## config.mk

```make
export PLATFORM = sky130hd
export DESIGN_NAME = complex_unmix
export DESIGN_NICKNAME = d
export VERILOG_FILES = /design/src/rtl/complex_unmix.sv
export SDC_FILE = /design/constraint.sdc
export NUM_CORES = 1
export LEC_CHECK = 0
export ABC_AREA = 1
export CAP_MARGIN = 30
export CORE_ASPECT_RATIO = 1.75
export CORE_MARGIN = 8
export CORE_UTILIZATION = 30
export DETAILED_ROUTE_END_ITERATION = 12
export PLACE_DENSITY = 0.56
export SLEW_MARGIN = 20
export SYNTH_ARGS = -nofsm -noshare
export SYNTH_HDL_FRONTEND = slang
export SYNTH_SLANG_ARGS = --single-unit
```

## constraint.sdc

```tcl
create_clock -name clk -period 7.8 [get_ports clk]
set_input_delay 0.78 -clock clk [delete_from_list [all_inputs] [get_ports clk]]
set_output_delay 0.78 -clock clk [all_outputs]
set_load 0.05 [all_outputs]
```

## src/rtl/complex_unmix.sv

```systemverilog
// rtl/complex_unmix.sv - inverse of the o0..o7 mixing round, one word update per cycle
module complex_unmix #(
    parameter int ROUNDS = 8
) (
    input  logic        clk,
    input  logic        rst_n,
    input  logic        in_valid,
    output logic        in_ready,
    input  logic [31:0] in_data,
    output logic        out_valid,
    input  logic        out_ready,
    output logic [31:0] out_data,
    output logic        out_last,
    output logic        busy
);

    typedef enum logic [2:0] {IDLE, LOAD, UNC, UNB, UNA, EMIT} state_t;

    localparam logic [7:0] LAST_RND = 8'(ROUNDS - 1);

    state_t      state, state_next;
    logic [31:0] o [8];
    logic [2:0]  idx, idx_next, wr_idx;
    logic [7:0]  rnd, rnd_next;
    logic        live;
    logic        wr_en;
    logic [31:0] wr_data;
    logic [31:0] cur, p1, p2, p3, p4, p5;
    logic        in_fire;

    assign cur = o[idx];
    assign p1  = o[idx + 3'd1];
    assign p2  = o[idx + 3'd2];
    assign p3  = o[idx + 3'd3];
    assign p4  = o[idx + 3'd4];
    assign p5  = o[idx + 3'd5];

    // live keeps in_ready low until the first edge after reset release
    assign in_ready  = live && (state == IDLE || state == LOAD);
    assign in_fire   = in_valid && in_ready;
    assign out_valid = (state == EMIT);
    assign out_data  = (state == EMIT) ? cur : 32'd0;
    assign out_last  = (state == EMIT) && (idx == 3'd7);
    assign busy      = (state != IDLE);

    always_comb begin
        state_next = state;
        idx_next   = idx;
        rnd_next   = rnd;
        wr_en      = 1'b0;
        wr_idx     = idx;
        wr_data    = cur;
        case (state)
            IDLE: begin
                wr_idx = 3'd0;
                if (in_fire) begin
                    wr_en      = 1'b1;
                    wr_data    = in_data;
                    idx_next   = 3'd1;
                    state_next = LOAD;
                end
            end
            LOAD: begin
                if (in_fire) begin
                    wr_en   = 1'b1;
                    wr_data = in_data;
                    if (idx == 3'd7) begin
                        idx_next   = 3'd7;
                        rnd_next   = 8'd0;
                        state_next = UNC;
                    end else begin
                        idx_next = idx + 3'd1;
                    end
                end
            end
            UNC: begin
                wr_en    = 1'b1;
                wr_data  = cur + (p2 >> 17) - (p4 >> 12);
                idx_next = idx - 3'd1;
                if (idx == 3'd0) begin
                    idx_next   = 3'd7;
                    state_next = UNB;
                end
            end
            UNB: begin
                wr_en    = 1'b1;
                wr_data  = cur ^ (p3 << 16);
                idx_next = idx - 3'd1;
                if (idx == 3'd0) begin
                    idx_next   = 3'd7;
                    state_next = UNA;
                end
            end
            UNA: begin
                wr_en    = 1'b1;
                wr_data  = cur - p1 + p5;
                idx_next = idx - 3'd1;
                if (idx == 3'd0) begin
                    if (rnd == LAST_RND) begin
                        idx_next   = 3'd0;
                        state_next = EMIT;
                    end else begin
                        rnd_next   = rnd + 8'd1;
                        idx_next   = 3'd7;
                        state_next = UNC;
                    end
                end
            end
            EMIT: begin
                if (out_ready) begin
                    idx_next = idx + 3'd1;
                    if (idx == 3'd7) begin
                        idx_next   = 3'd0;
                        state_next = IDLE;
                    end
                end
            end
            default: begin
                state_next = IDLE;
                idx_next   = 3'd0;
            end
        endcase
    end

    always_ff @(posedge clk or negedge rst_n) begin
        if (!rst_n) begin
            state <= IDLE;
            idx   <= 3'd0;
            rnd   <= 8'd0;
            live  <= 1'b0;
            for (int i = 0; i < 8; i++) begin
                o[i] <= 32'd0;
            end
        end else begin
            state <= state_next;
            idx   <= idx_next;
            rnd   <= rnd_next;
            live  <= 1'b1;
            if (wr_en) begin
                o[wr_idx] <= wr_data;
            end
        end
    end

endmodule

```

==> results_dict.tcl <==
set metrics [dict create \
    io_buffers 71 \
    cts_made_buffers 28 \
    wirelength_met1_um 42000 \
    endpoint_kind "flop" \
    tns_ns 0 \
    syn_to_final_growth_pct 10.9 \
    post_cts_resize_count 0 \
    cts.clk_slew.worst_paths_ns 0.07 \
    gp_routability_congestion 1.02 \
    cts_tree "built" \
    first_global_vias 25100 \
    avgViaCountPerCell 5.34 \
    drt_wl_total_um 111000 \
    setup_viol 0 \
    r2r_start "idx[1]" \
    grt_max_degree 196 \
    timing.fmax_ghz 0.171 \
    tightest_slew_ns 1.07 \
    synth_top_area_cell "dfrtp_1" \
    yosys_warnings 0 \
    clk_latency_ns 0.62 \
    wl_per_cell_um 22.7 \
    synth_cell_types 57 \
    netlist.area_leader.share 0.282 \
    path_max_fanout 17 \
    drtAntennaViolNets 0 \
    syn_area_per_cell_sq_um 6.25 \
    cts_max_level 1 \
    synth-main-ff-cell "dfrtp_1" \
    ys_seq_area_frac 0.282 \
    nets 3968 \
    synthCells 3846 \
    arrival_ns 6.35 \
    met2_length_um 53100 \
    drv_slew 0 \
    async_flop_share 1.00 \
    grt_antenna_before_repair 0 \
    grt_usage 0.239 \
    drtIter0Drc 2494 \
    period_share 0.750 \
    drc 0 \
    postPlaceCellArea_sq_um 25700 \
    first_pass_iters 8 \
    rsz0062_at_grt "false" \
    period_minus_slack_ns 5.85 \
    cp-start-kind "flop" \
    worstSetupPathType "flop to flop" \
    syn_area_sq_um 24100 \
    wl_met3_um 7040 \
    reg2reg_slack_ns 1.95 \
    ios 72 \
    dieHeight_um 391 \
    synthTopCellsByCount "1489 x nand2_1, 418 x inv_1, 380 x o21ai_0" \
    post-cts-setup-buffers 0 \
    root_buffer "clkbuf_16" \
    cp.required_ns 8.29 \
    outcome "finished, final reports clean" \
    syn-num-nets 4003 \
    finalClockSkew_ns 0.0272 \
    die_area_sq_um 89800 \
    die_w_um 230 \
    clockBufferDepth 3 \
    cts_sinks 271 \
    layout-drive-gt1-share 0.0540 \
    critical_path.startpoint "idx[1]" \
    synth_area_leaders "dfrtp_1 28%, nand2_1 23%, o21ai_0 7.9%" \
    grt-ovfl-total 0 \
    hold_class "input port to async pin" \
    grt_pass1_wl_um 163000 \
    place_ws_ns 2.03 \
    start_util 0.302 \
    core_sq_um 79500 \
    hold_viol_final 0 \
    place_hpwl_um 81000 \
    drv_cap 0 \
    synth.most_common_cell "nand2_1" \
    relSlewSlack 0.286 \
    synth_seq_cells 271 \
    n_antenna_cell 0 \
    finalWorstSetupSlack_ns 1.95 \
    synth_enable_flop_cells 0 \
    highest_layer "met4" \
    vias 26000 \
    design_area_sq_um 26700 \
    hold_buffers 0 \
    rows 137 \
]
-- critical path, stage by stage, from the launching register on --
cell and delay [ns]:
dfrtp_2 0.54, inv_2 0.28, nor2_1 0.09, inv_1 0.76, buf_4 0.32, o22ai_1 0.09
a221oi_1 0.68, fa_1 0.58, fa_1 0.43, inv_1 0.13, nand2_1 0.10, nand2_1 0.08
nand2_1 0.10, o21ai_0 0.47, nand4_1 0.33, nand3_1 0.15, nand2_1 0.06, nand3_1 0.15
nand3b_4 0.19, nand3_1 0.12, nand2_1 0.06
-- final cells by class --
cell class	count	area, sq um
fillers	8804	52900
multi-input cells	2949	14800
flip-flops and latches	271	6790
inverters	437	1650
well taps	1042	1300
repair buffers	124	1200
clock buffers	33	749
clock inverters	19	199
-- placed cells by master, fill, tap and decap left out, types with 11 or more instances in the layout --
cell and n:
nand2_1 1489, o21ai_0 380, clkdlybuf4s50_1 70, a221oi_1 11, or2_2 26, clkbuf_16 28, o211ai_1 34, dfrtp_1 268
fa_1 46, nand3b_1 17, nor2_1 187, o21ai_1 37, mux2i_1 14, a31oi_1 20, inv_1 416, a21oi_1 180
inv_2 18, ha_1 73, o22ai_1 15, nand4_1 11, nor3_1 15, buf_4 45, nand3_2 12, nand3_1 282
o2111ai_2 11
-- logic make-up after synthesis --
logic type	share of synthesized area
buf+inv	0.105
flops	0.282
other cells	0.000156
xor+xnor	0.00442
compound gates	0.168
mux	0.00583
fa+ha+maj	0.0773
simple gates	0.357
-- flip-flops by register name, indices dropped and copies added (netlist names) --
name	cells
o	256
rnd	8
idx	3
state	3
live	1
-- path summary, 6_finish.rpt --
path | end | depth (start not counted)
max | o[152] | 20
min | o[69] | 1
max reg2reg | o[152] | 20
min reg2reg | o[245] | 2
max in group asynchronous | o[250] | 2
min in group clk | o[245] | 2
-- layer usage --
metal | up-vias | GRT usage
met5 | - | 0
met4 | 0 | 0.161
met3 | 310 | 0.0300
met2 | 1099 | 0.410
met1 | 12300 | 0.277
li1 | 12300 | -
-- per-stage QoR --
stage	util	cells	hold slack, ns
after floorplan	-	3846	0.449
after global placement	0.323	4818	0.463
after detailed placement	0.323	4821	0.465
after CTS	0.335	4873	0.155
after global routing	0.335	4875	0.186
final	0.335	4875	0.120
Power is not shown: default switching activity piles up to over one toggle a cycle in this logic, so the estimate is an artifact.
